<file path="src/rtl/fetch_stage_pkg.sv">
// Shared cpu constants for the 16-bit pipeline.
// Word width, fetch FSM encoding and default fetch values.
package fetch_stage_pkg;

  localparam int unsigned XLEN = 16;

  typedef logic [XLEN-1:0] word_t;

  localparam word_t      DEF_RESET_PC   = 16'h0000;
  localparam word_t      DEF_NOP_INST   = 16'h0000;
  localparam logic [3:0] DEF_HLT_OPCODE = 4'hF;

  localparam logic [0:0] ST_RUN    = 1'b0;
  localparam logic [0:0] ST_HALTED = 1'b1;

  function automatic logic is_hlt(
    input word_t      w,
    input logic [3:0] op
  );
    return w[XLEN-1:XLEN-4] == op;
  endfunction

endpackage

</file>
<file path="src/rtl/if_id_reg.sv">
// IF/ID pipeline register: instruction, PC+2 and valid.
// Reset clears all fields; flush wins over hold and keeps pc_plus2.
module if_id_reg
  import fetch_stage_pkg::*;
#(
  parameter word_t NOP_INST = DEF_NOP_INST
) (
  input  logic  clk,
  input  logic  rst,
  input  logic  flush,
  input  logic  hold,
  input  word_t inst_in,
  input  word_t pc_plus2_in,
  output word_t instruction,
  output word_t pc_plus2,
  output logic  valid
);

  always_ff @(posedge clk) begin
    if (rst) begin
      instruction <= NOP_INST;
      pc_plus2    <= '0;
      valid       <= 1'b0;
    end else if (flush) begin
      instruction <= NOP_INST;
      valid       <= 1'b0;
    end else if (!hold) begin
      instruction <= inst_in;
      pc_plus2    <= pc_plus2_in;
      valid       <= 1'b1;
    end
  end

endmodule

</file>
<file path="src/rtl/fetch_stage.sv">
// IF stage: PC register, run/halt FSM and IF/ID register.
// Priority per edge: rst > redirect_D > stall_F > FSM action.
module fetch_stage
  import fetch_stage_pkg::*;
#(
  parameter word_t      RESET_PC   = DEF_RESET_PC,
  parameter word_t      NOP_INST   = DEF_NOP_INST,
  parameter logic [3:0] HLT_OPCODE = DEF_HLT_OPCODE
) (
  input  logic  clk,
  input  logic  rst,
  input  logic  stall_F,
  input  logic  redirect_D,
  input  word_t redirect_pc_D,
  input  word_t imem_data,
  output word_t imem_addr,
  output word_t pc,
  output word_t instruction,
  output word_t pc_plus2_D,
  output logic  valid_D,
  output logic  halted_F
);

  logic [0:0] state;
  word_t      pc_next_seq;
  logic       hlt_seen;
  logic       flush;

  assign pc_next_seq = pc + 16'd2;
  assign hlt_seen    = is_hlt(imem_data, HLT_OPCODE);
  assign imem_addr   = pc;
  assign halted_F    = (state == ST_HALTED);

  // A halted stage keeps squashing IF/ID until a redirect arrives.
  assign flush = redirect_D | (!stall_F && state == ST_HALTED);

  always_ff @(posedge clk) begin
    if (rst) begin
      pc    <= RESET_PC;
      state <= ST_RUN;
    end else if (redirect_D) begin
      pc    <= redirect_pc_D;
      state <= ST_RUN;
    end else if (!stall_F && state == ST_RUN) begin
      if (hlt_seen) state <= ST_HALTED;
      else          pc    <= pc_next_seq;
    end
  end

  if_id_reg #(
    .NOP_INST(NOP_INST)
  ) u_if_id (
    .clk         (clk),
    .rst         (rst),
    .flush       (flush),
    .hold        (stall_F),
    .inst_in     (imem_data),
    .pc_plus2_in (pc_next_seq),
    .instruction (instruction),
    .pc_plus2    (pc_plus2_D),
    .valid       (valid_D)
  );

endmodule

</file>
<file path="config.mk">
export PLATFORM = sky130hd
export DESIGN_NAME = fetch_stage
export DESIGN_NICKNAME = d
export VERILOG_FILES = /design/src/rtl/fetch_stage_pkg.sv /design/src/rtl/if_id_reg.sv /design/src/rtl/fetch_stage.sv
export SDC_FILE = /design/constraint.sdc
export NUM_CORES = 1
export LEC_CHECK = 0
export BUFFER_PORTS_ARGS = -buffer_cell sky130_fd_sc_hd__buf_2
export CORE_UTILIZATION = 50
export DETAILED_ROUTE_END_ITERATION = 7
export PLACE_DENSITY = 0.94
export SYNTH_ARGS = -nofsm -noshare
export SYNTH_HDL_FRONTEND = slang
export SYNTH_SLANG_ARGS = --single-unit
</file>
<file path="constraint.sdc">
create_clock -name clk -period 3.21 [get_ports clk]
set_input_delay 0.321 -clock clk [delete_from_list [all_inputs] [get_ports clk]]
set_output_delay 0.321 -clock clk [all_outputs]
set_load 0.1 [all_outputs]
</file>
==> impl_results.md, run 1 <==
* Status: finished, violations left
* Failing checks: design-rule violations
* Reg2reg start: imem_addr[1]
* Yosys warns at 0
* Die X at roughly 71 microns
* Number of post-CTS setup repair buffers at 0
* Post-CTS Resized at 0
* Reg2reg end: imem_addr[13]
* Largest net degree at the start of global routing at 35
* Placed Cells at between 300 and 400
* Nets at around 380
* Setup TNS at 0 ns
* TritonCTS Buffers at 5
* HP Class: input port to register
* Final hold vios at 0
* Antenna Cells at 0
* Routed WL per cell at 13.98 microns
* Vias in the first global route at slightly above 2000
* Max-Cap Viols at 0
* Commonest non-fill, non-tap cell in the layout: buf_2
* Maximum vdd drop at 0.3088 mV
* Asr flop ratio synth at 0%
* Worst slew pin tran at about 1.1 ns
* RSZ-0062 raised after global routing: false
* Vias at 2192
* Seq/Total Area, Yosys at approximately 43%
* Std-Cell Rows at 24
* Synthesized Nets at 309
* Combinational power share at 31.6%
* CP arrival at between 2 and 2.5 ns
* Synthesized area at between 2000 and 2500 sq um
* DRC at 17
* Clk pin slew, worst setup/hold paths at ~0.09 ns
* Root Driver: clkbuf_8
* Post-Route WL at between 5 and 6 mm
* Final Max Tran Viols at 0
* Hold depth at 3
* Core Region at 4444 sq um
* Cell-internal power at ~0.00096 W
* Critical path required time at 3.37 ns
* Final period util at ~67%
* Vias per cell at about 5.5
* First-pass GRT wire length at around 9.1 mm
* Number of buffers inserted by port buffering at around 100
* Fmax at roughly 460 MHz
* Sequential power share at a little over two fifths
* Total Routing Usage GR at ~23%
* Net Sw Power at ~0.00066 W
* #FFs+latches synth at 50
* HPWL Detailed at between 4 and 5 mm
* Die H at a little over 70 microns
* Cell count of the worst reg-to-reg path at 5
* Fillers at 399
* Min Clock Period, post-route at between 2 and 2.5 ns
* Share of layout cells above drive strength 1 at about a third
* Initial DRC Count at roughly 190
* Yosys cell types at 35
* Initial Util at 52.79%
* Power Dens Cells at 572.0 nW/um^2
* Worst setup EP type: register
* Register-to-register setup slack at between 1 and 1.5 ns
* H-tree depth at 2
* Final clock skew at roughly 0.0083 ns
* Clock Latency Late Sink at about 0.31 ns
* EDFF count, synth at 0
* Slew HR at between 20% and 30%
* Pleak at approximately 1.3 nW
* Final Non-Filler Cells at approximately 400
* Post-route ant nets at 0
* Setup crit start kind: register
* Post-Syn Instances at 272
* Worst hold path startpoint: imem_data[8]
* Total grt overflow at 0
* CTS tree: done
* Sink Count at 50
* Area grow syn2layout at 20.85%
* First-pass DRT Iterations at 7
* Antenna violations before repair at 0
* Crit path kind: register to register
* WHS Endpoint: u_if_id.instruction[8]
* Most frequent cells in the layout: buf_2, dfxtp_1, nor2_1
* DIE AREA at just under 5000 sq um
* # hold bufs at CTS at 0
* Clk pwr share at between 20% and 30%
* Critical path peak fanout at 8
* Gpl congestion at 0.8479
* Top_reg_cell synth: dfxtp_1
* Final setup violation count at 0
* Longest Clk Path Bufs at 2
* # IOs at just over 100
* Mean Syn Cell Area at ~8.6 sq um
* Sw Ratio at 40.84%
==> state kept, by name, summed over array words and instances, names as in the netlist <==
register	count
halted_F	1
imem_addr	16
u_if_id.instruction	16
u_if_id.pc_plus2	16
u_if_id.valid	1
==> power groups by stage <==
stage | logic, W | clock network (W) | registers, W
6_report | 0.000512 | 0.000421 | 0.000689
2_1_floorplan | 0.000222 | 0 | 0.000926
3_5_place_dp | 0.000513 | 0 | 0.000702
3_3_place_gp | 0.000507 | 0 | 0.000700
5_1_grt | 0.000534 | 0.000450 | 0.000693
4_1_cts | 0.000513 | 0.000429 | 0.000688
==> area by class of cell <==
cell class | instances | area, sq um | area share, %
inverters | 5 | 18.77 | 0.6620
flip-flops and latches | 50 | 1001 | 35.30
multi-input cells | 182 | 1127 | 39.76
clock buffers | 8 | 110.1 | 3.884
well taps | 52 | 65.06 | 2.295
repair buffers | 102 | 513.0 | 18.09
==> critical path, stage by stage, from the launching register on <==
cell,delay (ns)
dfxtp_1,0.51
ha_1,0.31
nand4_1,0.26
or3_1,0.44
o311ai_0,0.35
a31oi_1,0.13
==> stage by stage <==
stage               util [%]  setup slack [ns]  instance area [sq um]  total power (W)  hold WS (ns)
floorplan                  -            0.6215                   2346         0.001147        0.4580
global placement       61.32             1.233                   2725         0.001208        0.4342
detailed placement     61.32             1.121                   2725         0.001215        0.4406
CTS                    63.80             1.082                   2835         0.001630        0.2456
global route           63.80            0.8643                   2835         0.001677        0.2393
finish                 63.80             1.051                   2835         0.001622        0.2486
==> cells by family after synthesis <==
group           after synthesis  share of synthesized area (%)
fa+ha+maj                     1                         0.5332
simple gates                107                          21.87
compound gates               41                          12.16
mux                          18                          7.680
flops                        50                          42.67
buf+inv                      40                          9.493
xor+xnor                     15                          5.600
==> metal layers <==
layer	GRT usage [%]	vias up	routed length, microns
li1	-	1090	-
met4	8.617	0	92
met5	0	-	0
met2	38.40	94	2715
met1	28.03	997	2341
met3	6.638	11	430
==> synthesized netlist by cell type, drive strengths merged, types with 4 or more instances <==
library cell	instances	area share, %
a211oi	16	5.1
a31oi	10	2.7
buf	24	6.9
clkbuf	11	1.8
dfxtp	50	43
inv	4	0.64
mux2i	18	7.7
nand2	19	3.0
nand3	11	2.3
nand4	5	1.6
nor2	42	6.7
nor3	6	1.3
o21ai	4	0.85
o311ai	4	1.5
or3	9	2.4
xnor2	11	4.1
xor2	4	1.5
==> worst max path at each step <==
stage                       from       endpoint  slack, ns  cells past startpoint
finish              imem_addr[1]  imem_addr[13]       1.05                      5
global placement    imem_addr[1]  imem_addr[13]       1.23                      5
detailed placement  imem_addr[1]  imem_addr[13]       1.12                      5
floorplan           imem_addr[1]  imem_addr[13]       0.62                      5
global route        imem_addr[1]  imem_addr[13]       0.86                      5
CTS                 imem_addr[1]  imem_addr[13]       1.08                      5
Note: power is estimated with default switching activity, not from simulation.
==> run 2: changes to the inputs <==
CORE_UTILIZATION = 43   (was 50)
PLACE_DENSITY = 0.86   (was 0.94)
clock period = 1.8 ns   (was 3.21 ns; I/O delays follow)
==> impl_results.md, run 2 (synthesis gave the netlist of run 1 again) <==
* Total Routing Usage GR at 21.68% (-1.3 points)
* Post-route ant nets at 0 (unchanged)
* H-tree depth at 2 (unchanged)
* Crit path kind: register to register
* Largest net degree at the start of global routing at 26 (-26%)
* Final setup violation count at 0 (unchanged)
* Antenna violations before repair at 0 (unchanged)
* Final instance area at 3000 sq um (+5.8%)
* Commonest non-fill, non-tap cell in the layout: buf_2
* First-pass GRT wire length at 9.280 mm (+2.0%)
* Post-CTS Resized at 0 (unchanged)
* HP Class: input port to register
* Hold WS at 0.1109 ns (-0.1378 ns)
* RSZ-0062 raised after global routing: true
* Critical path required time at 2.03 ns (-1.34 ns)
* Die H at 75.87 microns (+7.6%)
* Maximum vdd drop at 0.5189 mV (+68%)
* Routed WL per cell at 13.97 microns (about the same)
* Multi-input gate area at 1155 sq um (+2.4%)
* Max-Cap Viols at 0 (unchanged)
* CP arrival at 1.95 ns (-0.37 ns)
* Final hold vios at 0 (unchanged)
* Post-Route WL at 5.979 mm (+7.2%)
* First-pass DRT Iterations at 4 (-3)
* Reg area at 1052 sq um (+5.1%)
* Status: complete, no violations
* Vias at 2271 (+3.6%)
* Gpl congestion at 0.9306 (+9.8%)
* Clock Latency Late Sink at 0.30 ns (about the same)
* Number of post-CTS setup repair buffers at 0 (unchanged)
* Area grow syn2layout at 27.89%
* Antenna Cells at 0 (unchanged)
* DIE AREA at 5756 sq um (+16%)
* Longest Clk Path Bufs at 2 (unchanged)
* Share of layout cells above drive strength 1 at 39.39% (+6.5 points)
* Worst slew pin tran at 0.5032 ns (-0.6184 ns)
* Min Clock Period, post-route at 1.715 ns (-0.4438 ns)
* Setup crit start kind: register
* Fillers at 481 (+21%)
* Final Max Tran Viols at 0 (unchanged)
* Worst setup EP type: register
* Vias in the first global route at 2022 (-0.79%)
* Final clock skew at 0.008526 ns (+0.0002431 ns)
* Vias per cell at 5.306 (-3.4%)
* Area after DPL at 2894 sq um (+6.2%)
* Nets at 394 (+2.9%)
* Std-Cell Rows at 26 (+8.3%)
* Final period util at 95.27% (+28 points)
* Fmax at 583.1 MHz (+26%)
* HPWL Detailed at 4.502 mm (+12%)
* Initial Util at 45.36% (-7.4 points)
* Slew HR at 66.68% (+42 points)
* # hold bufs at CTS at 0 (unchanged)
* CTS tree: done
* Root Driver: clkbuf_8
* Initial DRC Count at 193 (+1.0%)
* Clk pin slew, worst setup/hold paths at 0.09 ns (about the same)
* Number of buffers inserted by port buffering at 101 (unchanged)
* # IOs at 102 (unchanged)
* Sink Count at 50 (unchanged)
* DRC at 0 (-17)
* Die X at 75.87 microns (+7.6%)
* Critical path peak fanout at 8 (unchanged)
* Core Region at 5172 sq um (+16%)
* Pleak at 1.342 nW (+3.8%)
* Most frequent cells in the layout: buf_2, nor2_1, dfxtp_1
* Power Dens Cells at 944.6 nW/um^2 (+65%)
* TritonCTS Buffers at 5 (unchanged)
* Total grt overflow at 0 (unchanged)
-- run 2: power by group --
part | switching [W] | internal [W] | total (W)
Clock | 0.000361 | 0.000311 | 0.000672
Combinational | 0.000762 | 0.000173 | 0.000936
Sequential | 0.0000657 | 0.00116 | 0.00123
Total | 0.00119 | 0.00164 | 0.00283
-- run 2: final timing paths --
check	start	end	slack, ns	cells after the start
worst max-delay path	imem_addr[8]	imem_addr[14]	0.09	4
worst min-delay path	redirect_pc_D[0]	imem_addr[0]	0.11	3
worst max register to register	imem_addr[8]	imem_addr[14]	0.09	4
worst min register to register	u_if_id.pc_plus2[0]	u_if_id.pc_plus2[0]	0.46	2
-- run 2: cell type report --
class / count / share of cell area [%]
Multi-Input combinational cell: 182 / 38.49
Clock buffer: 7 / 2.877
Timing Repair Buffer: 113 / 19.85
Tap cell: 70 / 2.919
Sequential cell: 50 / 35.07
Clock inverter: 1 / 0.1668
Inverter: 5 / 0.6255
-- run 2: metrics by stage --
stage / std cells / power (W) / setup TNS (ns) / setup WS [ns] / utilization, %
after global placement: 420 / 0.002173 / 0 / 0.1116 / 55.95
after CTS: 428 / 0.002853 / 0 / 0.03255 / 57.72
after detailed placement: 420 / 0.002186 / 0 / 0.04787 / 55.95
final: 428 / 0.002834 / 0 / 0.08511 / 58.01
after global routing: 428 / 0.002956 / -0.01959 / -0.01512 / 58.01
after floorplan: 272 / 0.002051 / -0.2251 / -0.09467 / -
-- run 2: critical path, cell delays in order (launching register included) --
cell     delay, ns
dfxtp_4       0.40
nand4_1       0.18
or4_4         0.55
or3_1         0.36
a31oi_1       0.16
-- run 2: per-layer routing --
| layer | part of all wire [%] | GRT usage (%) | vias up |
|---|---|---|---|
| met5 | 0 | 0 | - |
| met4 | 1.4 | 7.819 | 0 |
| met3 | 9.7 | 7.011 | 10 |
| met2 | 48 | 36.09 | 117 |
| met1 | 41 | 26.18 | 1033 |
| li1 | - | - | 1111 |
==> run 3: changes to the inputs <==
PLACE_DENSITY = 0.78   (was 0.86)
==> impl_results.md, run 3 (synthesis gave the netlist of run 1 again) <==
* Core Region at 5172 sq um (unchanged)
* Most frequent cells in the layout: buf_2, nor2_1, dfxtp_1
* DIE AREA at 5756 sq um (unchanged)
* Pleak at 1.330 nW (-0.89%)
* Critical path peak fanout at 8 (unchanged)
* First-pass DRT Iterations at 4 (unchanged)
* Vias per cell at 5.171 (-2.5%)
* Cell count of the worst reg-to-reg path at 5 (+1)
* Worst hold path startpoint: imem_data[7]
* Initial DRC Count at 168 (-13%)
* Commonest non-fill, non-tap cell in the layout: buf_2
* Share of layout cells above drive strength 1 at 38.66% (-0.73 points)
* Critical path required time at 2.02 ns (about the same)
* Fmax at 587.7 MHz (+0.78%)
* Min Clock Period, post-route at 1.702 ns (-0.01321 ns)
* Clock Latency Late Sink at 0.30 ns (about the same)
* Slew HR at 64.18% (-2.5 points)
* Setup TNS at 0 ns (unchanged)
* DRC at 0 (unchanged)
* Largest net degree at the start of global routing at 20 (-23%)
* Max-Cap Viols at 0 (unchanged)
* Vias at 2208 (-2.8%)
* WHS Endpoint: u_if_id.instruction[7]
* Total power at 0.002787 W (-1.7%)
* Worst setup EP type: register
* Antenna violations before repair at 0 (unchanged)
* Vias in the first global route at 2020 (-0.099%)
* Die X at 75.87 microns (unchanged)
* Reg2reg end: imem_addr[13]
* Reg2reg start: imem_addr[1]
* Gpl congestion at 0.8415 (-9.6%)
* Final hold vios at 0 (unchanged)
* Register-to-register setup slack at 0.1 ns (about the same)
* Worst slew pin tran at 0.5340 ns (+0.03074 ns)
* Total grt overflow at 0 (unchanged)
* Final clock skew at 0.007491 ns (-0.001035 ns)
* Final setup violation count at 0 (unchanged)
* HPWL Detailed at 4.321 mm (-4.0%)
* Maximum vdd drop at 0.4170 mV (-20%)
* Root Driver: clkbuf_8
* Std-Cell Rows at 26 (unchanged)
* HP Class: input port to register
* Final period util at 94.54% (-0.73 points)
* Routed WL per cell at 13.61 microns (-2.6%)
* First-pass GRT wire length at 9.128 mm (-1.6%)
* # IOs at 102 (unchanged)
* Sink Count at 50 (unchanged)
* Final Max Tran Viols at 0 (unchanged)
* Post-Route WL at 5.810 mm (-2.8%)
* Die H at 75.87 microns (unchanged)
* Total Routing Usage GR at 21.14% (-0.54 points)
* Power Dens Cells at 935.2 nW/um^2 (-1.0%)
* Initial Util at 45.36% (unchanged)
* Nets at 393 (-0.25%)
* Hold WS at 0.1093 ns (-0.001522 ns)
* CP arrival at 1.93 ns (-0.02 ns)
* H-tree depth at 2 (unchanged)
* Hold depth at 3 (unchanged)
* Setup crit start kind: register
* Antenna Cells at 0 (unchanged)
* TritonCTS Buffers at 5 (unchanged)
* Post-route ant nets at 0 (unchanged)
* Status: complete, no violations
* Clk pin slew, worst setup/hold paths at 0.09 ns (about the same)
* Longest Clk Path Bufs at 2 (unchanged)
* Utilization after layout at 57.62% (-0.39 points)
* RSZ-0062 raised after global routing: false
* # hold bufs at CTS at 0 (unchanged)
* Crit path kind: register to register
* CTS tree: done
* Number of buffers inserted by port buffering at 101 (unchanged)
* Area grow syn2layout at 27.04%
## run 3: cell count changes in the layout (fill, tap and decap cells not counted)
| cell | change |
|---|---|
| clkbuf_1 | +2 |
| buf_4 | -1 |
| clkbuf_8 | -1 |
| clkinv_2 | -1 |
| nor4_1 | +1 |
| nor4_2 | -1 |
| or3_1 | -1 |
| or3_4 | +1 |
## run 3: critical path, cell delays in order, from the launching register on
cell and delay, ns:
dfxtp_4 0.42, ha_4 0.17, nand4_1 0.14, or3_4 0.38, or3_1 0.37, a31oi_1 0.14
## run 3: metal layers
layer | wire length (microns) | up-vias | track usage (%)
li1 | - | 1111 | -
met1 | 2535 | 1003 | 25.90
met2 | 2723 | 86 | 35.50
met3 | 476 | 8 | 6.614
met4 | 74 | 0 | 6.379
met5 | 0 | - | 0
## run 3: power by group
part | total (W) | internal (W) | switching, W
Clock | 0.000630 | 0.000277 | 0.000353
Combinational | 0.000931 | 0.000172 | 0.000759
Sequential | 0.00123 | 0.00116 | 0.0000658
Total | 0.00279 | 0.00161 | 0.00118
## run 3: how the worst max path moves through the flow
stage,to,startpoint,slack (ns)
2_1_floorplan,imem_addr[13],imem_addr[1],-0.09
3_3_place_gp,imem_addr[14],imem_addr[2],0.12
3_5_place_dp,imem_addr[14],imem_addr[1],0.09
4_1_cts,imem_addr[14],imem_addr[1],0.06
5_1_grt,imem_addr[13],imem_addr[1],0.002
6_report,imem_addr[13],imem_addr[1],0.1
## run 3: timing repair
action	4_1_cts	5_1_grt
endpoints found under the setup margin	0	2
resized for setup	0	4
buffers inserted	0	0
## run 3: through the flow
step | setup slack, ns | area, sq um | instances
2_1_floorplan | -0.09467 | 2422 | 272
3_3_place_gp | 0.1152 | 2887 | 419
3_5_place_dp | 0.08974 | 2887 | 419
4_1_cts | 0.06141 | 2967 | 427
5_1_grt | 0.001648 | 2980 | 427
6_report | 0.09831 | 2980 | 427
## run 3: final cells by class
type	count	area, sq um
inverters	5	18.77
repair buffers	112	588.1
well taps	70	87.58
clock buffers	8	80.08
multi-input cells	182	1154
fillers	498	2192
flip-flops and latches	50	1052
